[src/rtl/wasm_run_ctrl.sv]
// wasm_run_ctrl: run controller and watchdog that sequences, times and classifies runs of one WASM core
module wasm_run_ctrl #(
  parameter int RST_CYCLES   = 4,
  parameter int TIMEOUT      = 500,
  parameter int CNT_W        = 16,
  parameter int NUM_RUNS     = 1,
  parameter int RUN_W        = 8,
  parameter int STOP_ON_FAIL = 1
) (
  input  logic             i_clk,
  input  logic             i_rst,
  input  logic             i_start,
  input  logic             i_instr_finish,
  input  logic             i_instr_error,
  input  logic             i_stack_full,
  output logic             o_core_rst_n,
  output logic             o_busy,
  output logic             o_run_valid,
  output logic [1:0]       o_status,
  output logic [CNT_W-1:0] o_cycle_count,
  output logic [RUN_W-1:0] o_run_index,
  output logic [RUN_W-1:0] o_pass_count,
  output logic [RUN_W-1:0] o_fail_count,
  output logic             o_done
);
  typedef enum logic [1:0] {IDLE, RESET, RUN, FIN} state_t;
  state_t state;
  logic [CNT_W-1:0] cnt;
  logic hit, last, stop;
  logic [1:0] outcome;
  // run outcome with priority error > stack_full > finish, timeout only when nothing else fires
  always_comb begin
    hit = i_instr_error | i_stack_full | i_instr_finish | (cnt == CNT_W'(TIMEOUT - 1));
    outcome = i_instr_error ? 2'd1 : i_stack_full ? 2'd2 : i_instr_finish ? 2'd0 : 2'd3;
    last = o_run_index == RUN_W'(NUM_RUNS - 1);
    stop = (STOP_ON_FAIL != 0) && (o_status != 2'd0);
  end
  // sequencer: core reset window, timed run, one-cycle end state, then next run or done
  always_ff @(posedge i_clk) begin
    if (i_rst) begin
      state <= IDLE;
      cnt <= '0;
      o_core_rst_n <= 1'b0;
      o_busy <= 1'b0;
      o_run_valid <= 1'b0;
      o_status <= 2'd0;
      o_cycle_count <= '0;
      o_run_index <= '0;
      o_pass_count <= '0;
      o_fail_count <= '0;
      o_done <= 1'b0;
    end else begin
      o_run_valid <= 1'b0;
      o_done <= 1'b0;
      case (state)
        IDLE: if (i_start) begin
          state <= RESET;
          cnt <= '0;
          o_busy <= 1'b1;
          o_run_index <= '0;
          o_pass_count <= '0;
          o_fail_count <= '0;
        end
        RESET: if (cnt == CNT_W'(RST_CYCLES - 1)) begin
          state <= RUN;
          cnt <= '0;
          o_core_rst_n <= 1'b1;
        end else cnt <= cnt + 1'b1;
        RUN: if (hit) begin
          state <= FIN;
          o_core_rst_n <= 1'b0;
          o_busy <= 1'b0;
          o_run_valid <= 1'b1;
          o_status <= outcome;
          o_cycle_count <= cnt + 1'b1;
          if (outcome == 2'd0) o_pass_count <= o_pass_count + RUN_W'(~&o_pass_count);
          else o_fail_count <= o_fail_count + RUN_W'(~&o_fail_count);
        end else cnt <= (&cnt) ? cnt : cnt + 1'b1;
        FIN: if (last || stop) begin
          state <= IDLE;
          o_done <= 1'b1;
        end else begin
          state <= RESET;
          cnt <= '0;
          o_busy <= 1'b1;
          o_run_index <= o_run_index + 1'b1;
        end
      endcase
    end
  end
endmodule

[config.mk]
export PLATFORM = sky130hd
export DESIGN_NAME = wasm_run_ctrl
export DESIGN_NICKNAME = d
export VERILOG_FILES = /design/src/rtl/wasm_run_ctrl.sv
export SDC_FILE = /design/constraint.sdc
export NUM_CORES = 1
export LEC_CHECK = 0
export ABC_AREA = 0
export CORE_MARGIN = 2
export CORE_UTILIZATION = 49
export DETAILED_ROUTE_END_ITERATION = 16
export PLACE_DENSITY = 0.77
export SETUP_SLACK_MARGIN = 0.1
export SYNTH_ARGS = -nofsm -noshare
export SYNTH_HDL_FRONTEND = slang
export SYNTH_SLANG_ARGS = --single-unit
export TNS_END_PERCENT = 5
[constraint.sdc]
create_clock -name i_clk -period 2.38 [get_ports i_clk]
set_input_delay 0.476 -clock i_clk [delete_from_list [all_inputs] [get_ports i_clk]]
set_output_delay 0.476 -clock i_clk [all_outputs]
set_load 0.01 [all_outputs]
; Word-level counts from Yosys, hierarchy flattened
; Index checks and enable logic that the tools add are counted.
[op_classes]
add_sub_neg = 4
bitwise = 5
eq_ne = 13
n_div = 0
reduce_logical = 24
mul = 0
n_shift = 0
muxes = 31
order_cmp = 0
[op_table]
columns = cell, count
row1 = 16-bit 2-to-1 mux, 5
row2 = 16-bit one-hot mux with 4 select lines, 1
row3 = 8-bit 2-to-1 mux, 6
row4 = 8-bit one-hot mux with 2 select lines, 3
row5 = 16-bit by 1-bit adder with 16-bit output (second input constant), 1
row6 = 8-bit by 1-bit adder with 8-bit output, 2
row7 = 16-bit by 2-bit equality test with 1-bit output (second input constant), 1
row8 = 16-bit by 9-bit equality test with 1-bit output (second input constant), 1
row9 = 2-bit inequality test (second input constant), 8
row10 = 16-bit AND reduction, 1
row11 = 4-bit AND reduction, 4
row12 = 8-bit AND reduction, 2
row13 = 2-bit 2-to-1 mux, 6
row14 = 3-bit AND reduction, 3
row15 = 8-bit by 1-bit adder with 8-bit output (second input constant), 1
row16 = 8-bit logical NOT, 1
row17 = 2-bit one-hot mux with 4 select lines, 1
row18 = 2-bit nonzero test, 4
row19 = 1-bit 2-to-1 mux, 7
row20 = 2-bit equality test (second input constant), 2
row21 = 2-bit logical NOT, 2
row22 = 2-bit OR reduction, 2
row23 = 1-bit OR, 3
row24 = 1-bit one-hot mux with 3 select lines, 1
row25 = 7 further kinds, 9
[word_totals]
regBits = 64
word_cells = 88
memories = 0
input_bits = 6
latchBits = 0
ram_bits = 0
romBits = 0
out_inout_bits = 46

; Logic depth before layout (Yosys ltp)
[depth]
ltp_word = 7
ltp_mapped = 10

; Least setup slack after synthesis
; No wires, ideal clock.
[synth_timing]
kind = reg-to-reg
from = register state[0]
to = register o_core_rst_n
path_slack_ps = 100
required_ps = 2293
arrival_time_ps = 2193
setup_ps = 87
path_stages_with_launch = 10
synth_period_minus_slack_ps = 2280
cell_sequence = dfxtp_1 -> inv_1 -> ha_1 -> buf_2 -> inv_1 -> or3_1 -> or3_2 -> clkbuf_1 -> a311o_1 -> o31ai_1
[synth_via]
elab_chain_len = 3
[synth_lines]
columns = element, line
row1 = from (decl), 27  ; state_t state;
row2 = from (signal assigned), 41  ; state <= IDLE;
row3 = from (signal assigned), 57  ; state <= RESET;
row4 = from (signal assigned), 65  ; state <= RUN;
row5 = 2-bit by 1-bit equality test with 1-bit output or 2-bit equality test (tied branches), 55  ; case (state)
row6 = 2-bit inequality test (no line) or 2-bit nonzero test (tied branches), -
row7 = 3-bit AND reduction (no line), -
row8 = to (signal assigned), 43  ; o_core_rst_n <= 1'b0;
row9 = to (signal assigned), 67  ; o_core_rst_n <= 1'b1;
row10 = to (signal assigned), 71  ; o_core_rst_n <= 1'b0;
row11 = to (decl), 16  ; output logic o_core_rst_n,
; Parallel ways exist; a longest one is shown, timed or not.
; A chain may end at the register's enable or synchronous reset.

; Worst setup path after layout
[layout_timing]
from = register cnt[1]
to = register cnt[12]
[layout_via]
elab_chain_len = 4
[layout_lines]
columns = element, line
row1 = from (decl), 28  ; logic [CNT_W-1:0] cnt;
row2 = from (signal assigned), 68  ; end else cnt <= cnt + 1'b1;
row3 = from (signal assigned), 78  ; end else cnt <= (&cnt) ? cnt : cnt + 1'b1;
row4 = 16-bit by 1-bit adder with 16-bit output or 16-bit by 9-bit equality test with 1-bit output (tied branches), "68, 78, 33"
row5 = 16-bit 2-to-1 mux or 1-bit OR (tied branches), "78, 33"
row6 = 16-bit 2-to-1 mux or 2-bit inequality test (tied branches), -
row7 = 16-bit one-hot mux with 4 select lines or 4-bit AND reduction (tied branches), -
; Parallel ways exist; a longest one is shown, timed or not. The select of a mux whose other input is x is not followed.

==> flow_summary.json <==
{
  "status": "finished clean",
  "reg2reg_from": "cnt[1]",
  "totalWireLength_um": 8050,
  "diodes": 0,
  "postSynthCellCount": 399,
  "ys_types": 55,
  "initial_core_util_pct": 50.3,
  "grt_antenna_before_repair": 0,
  "fillers": 565,
  "fp.coreArea_mm2": 0.00672,
  "cpLargestDelayFamily": "compound AO/OA/AOI/OAI gates",
  "synth_common_cells": "64 x dfxtp_1, 41 x nor2_1, 25 x nand2_1",
  "groute.usage.overall_pct": 22.2,
  "wl_per_cell_um": 14.5,
  "num_rows": 30,
  "tightest_slew_ps": 728,
  "yosys.area.top_type_share_pct": 37.9,
  "cts_htree_levels": 3,
  "hp-start": "o_cycle_count[1]",
  "cpPeakStageDelay_ps": 420,
  "grt_pass1_wl_um": 13600,
  "rr_worst_depth": 6,
  "maxCapViolCount": 0,
  "gr-total-overflow": 0,
  "postRouteAntennaNets": 0,
  "clkTransAtPathRegs_ps": 70,
  "clock-skew-final_ps": 11.1,
  "finalSetupViolations": 0,
  "first_global_vias": 2803,
  "slew_headroom_pct": 51.3,
  "vias_per_cell": 5.82,
  "drive_gt1_share_pct": 14.3,
  "drcViolationCount": 0,
  "yosysTopAreaCell": "dfxtp_1",
  "setup_tns_ps": 0,
  "holdPathEnd": "o_cycle_count[1]",
  "cp_cell_sequence": "ha_1 -> nor2b_1 -> or3b_1 -> o21ba_4 -> a211oi_1 -> o32ai_1",
  "seq_area_frac_synth_pct": 37.9,
  "holdCritPathClass": "flop to flop",
  "drv_slew": 0,
  "hold_depth": 2,
  "synthFlopType": "dfxtp_1",
  "yosys-top-cells-area": "dfxtp_1 38%, a211oi_1 4.9%, ha_1 4.8%",
  "synth_edf_count": 0,
  "crit_type": "flop to flop",
  "reg2reg_slack_ps": 210,
  "crit_path_top_delay_cell": "or3b_1",
  "area_growth_pct": 30.2,
  "synth.most_common_cell": "dfxtp_1",
  "ys_ff_latch": 64,
  "ys_warn_count": 0,
  "crit_arrival_ps": 2390,
  "portBuffers": 51,
  "dieArea_mm2": 0.00757,
  "die_x_um": 87.0,
  "power_per_cell_area_mw_per_mm2": 908,
  "cts_tree": "done",
  "clk_latency_ps": 340,
  "ctsRootBufferMaster": "clkbuf_8",
  "cts_sinks": 64,
  "cp_max_fo": 25,
  "cts.path.max_buffers": 2,
  "rsz0062_at_grt": "yes",
  "period_needed_ps": 2170,
  "fin_nets": 489,
  "ir_worst_vdd_mv": 0.378,
  "holdWs_ps": 464,
  "final_hold_viol_count": 0,
  "fmax_mhz": 460,
  "vias": 3222,
  "cts_inserted_buffers": 9,
  "fin_crit_sh_pct": 91.3,
  "first_iter_violations": 200,
  "cp-start-kind": "flop",
  "avgSynthCellArea_um2": 8.46,
  "hpwlAfterDp_um": 5700,
  "grt_max_degree": 45,
  "finalWeightedCongestion": 0.892,
  "worst_ep_required_time_ps": 2600,
  "synth_nets": 418,
  "drtPass1Iterations": 5,
  "ios": 52,
  "dieHeight_um": 87.0,
  "synth_area_mm2": 0.00338,
  "async_flop_share_pct": 0,
  "power_leakage_uw": 0.00155,
  "timing.rr.end": "cnt[12]",
  "cp_num_buf_inv": 0,
  "crit_path_end_kind": "flop"
}
## cell type report
class                      count  area, um2  area share [%]
clock inverter                 6       85.1            1.94
tap                           80        100            2.28
multi-input combinational    293       1960            44.7
inverter                      19       71.3            1.62
clock buffer                   9        124            2.82
timing repair buffer          83        771            17.5
sequential                    64       1280            29.1
## per-layer routing
metal | up-vias | global-route usage (%) | share of wire (%)
met5 | - | 0 | 0
met4 | 0 | 7.95 | 1.4
met3 | 12 | 3.79 | 4.6
met2 | 94 | 32.6 | 44
met1 | 1502 | 32.4 | 50
li1 | 1614 | - | -
## stage by stage
step | cells | setup slack [ps] | cell area (um2) | power [uW] | util (%)
6_report | 554 | 208 | 4400 | 3990 | 65.4
5_1_grt | 554 | 55.3 | 4400 | 4240 | 65.4
4_1_cts | 554 | 87.0 | 4360 | 3990 | 64.9
3_5_place_dp | 538 | 33.2 | 4140 | 2990 | 61.7
3_3_place_gp | 538 | 78.0 | 4140 | 2950 | 61.7
2_1_floorplan | 399 | 100 | 3380 | 2310 | -
## how the worst max path moves through the flow
stage | start | slack, ps | to | cells past startpoint
after floorplan | state[0] | 100 | o_core_rst_n | 9
after global placement | i_stack_full | 80 | o_core_rst_n | 5
after detailed placement | i_stack_full | 30 | o_core_rst_n | 5
after CTS | state[1] | 90 | cnt[15] | 6
after global routing | cnt[10] | 60 | o_fail_count[4] | 6
final | cnt[1] | 210 | cnt[12] | 6
## flip-flops by register name, indices dropped and copies added (netlist names)
| register | count |
|---|---|
| o_core_rst_n | 1 |
| o_cycle_count | 16 |
| cnt | 16 |
| o_fail_count | 8 |
| state | 2 |
| o_run_index | 8 |
| o_status | 2 |
| o_pass_count | 8 |
| o_run_valid | 1 |
| o_done | 1 |
| o_busy | 1 |
## logic make-up (layout without fill, tap and decap cells)
kind of cell               count (synthesis)  in the layout  synth area share [%]
DFF                                       64             64                  37.9
buffers and inverters                     42            117                  5.19
adders and majority gates                 13             13                  4.82
and+or+nand+nor                          157            157                  24.7
xor gates and xnor gates                  25             25                  6.48
muxes                                      3              3                 0.889
AOI/OAI and AO/OA                         95             95                  20.0
## worst reg2reg max path: cells and delay by family, from the launching register on
| family | cells | cell delay [ps] |
|---|---|---|
| compound gates | 3 | 720 |
| fa+ha+maj | 1 | 310 |
| flops | 1 | 390 |
| simple gates | 2 | 630 |
## power breakdown
group | leakage, uW | switching (uW) | total [uW] | internal (uW)
Clock | 0.000101 | 419 | 999 | 579
Sequential | 0.000518 | 104 | 1330 | 1220
Combinational | 0.000926 | 898 | 1670 | 768
## cells in the final DEF, fill, tap and decap left out, types with 2 or more instances in the layout
cell | Yosys | routed
nor2b_1 | 2 | 2
xnor2_1 | 11 | 11
inv_1 | 19 | 18
or4_1 | 5 | 4
a211oi_1 | 22 | 22
mux2i_1 | 3 | 3
and4_1 | 2 | 2
or3_1 | 5 | 5
nand4_1 | 19 | 19
clkdlybuf4s50_1 | 0 | 50
o21bai_1 | 2 | 2
o32ai_1 | 9 | 9
nor4b_2 | 0 | 2
a41o_1 | 2 | 2
xor2_1 | 14 | 14
clkbuf_8 | 0 | 9
nor4_1 | 3 | 3
ha_1 | 13 | 12
nand2b_1 | 3 | 3
or4_4 | 2 | 3
o21a_1 | 3 | 3
nand2_1 | 25 | 25
o31ai_1 | 6 | 6
a31oi_1 | 5 | 5
nor2_1 | 41 | 41
nor3_1 | 19 | 19
nand4b_1 | 2 | 2
a2111oi_1 | 1 | 2
o21ai_0 | 10 | 10
bufinv_16 | 0 | 2
a21oi_1 | 21 | 21
dfxtp_1 | 64 | 64
nand3_1 | 13 | 12
buf_4 | 0 | 30
or2_2 | 2 | 2
clkinv_2 | 0 | 2
clkinvlp_4 | 0 | 2
and3_1 | 6 | 6
buf_12 | 0 | 2
## repair_timing
item	4_1_cts	5_1_grt
hold buffers	0	0
gates resized for setup	1	8
endpoints found under the setup margin	6	27
setup buffers	1	0
pin swaps	1	0
hold endpoints to repair	0	0
(Power assumes the default switching activity.)
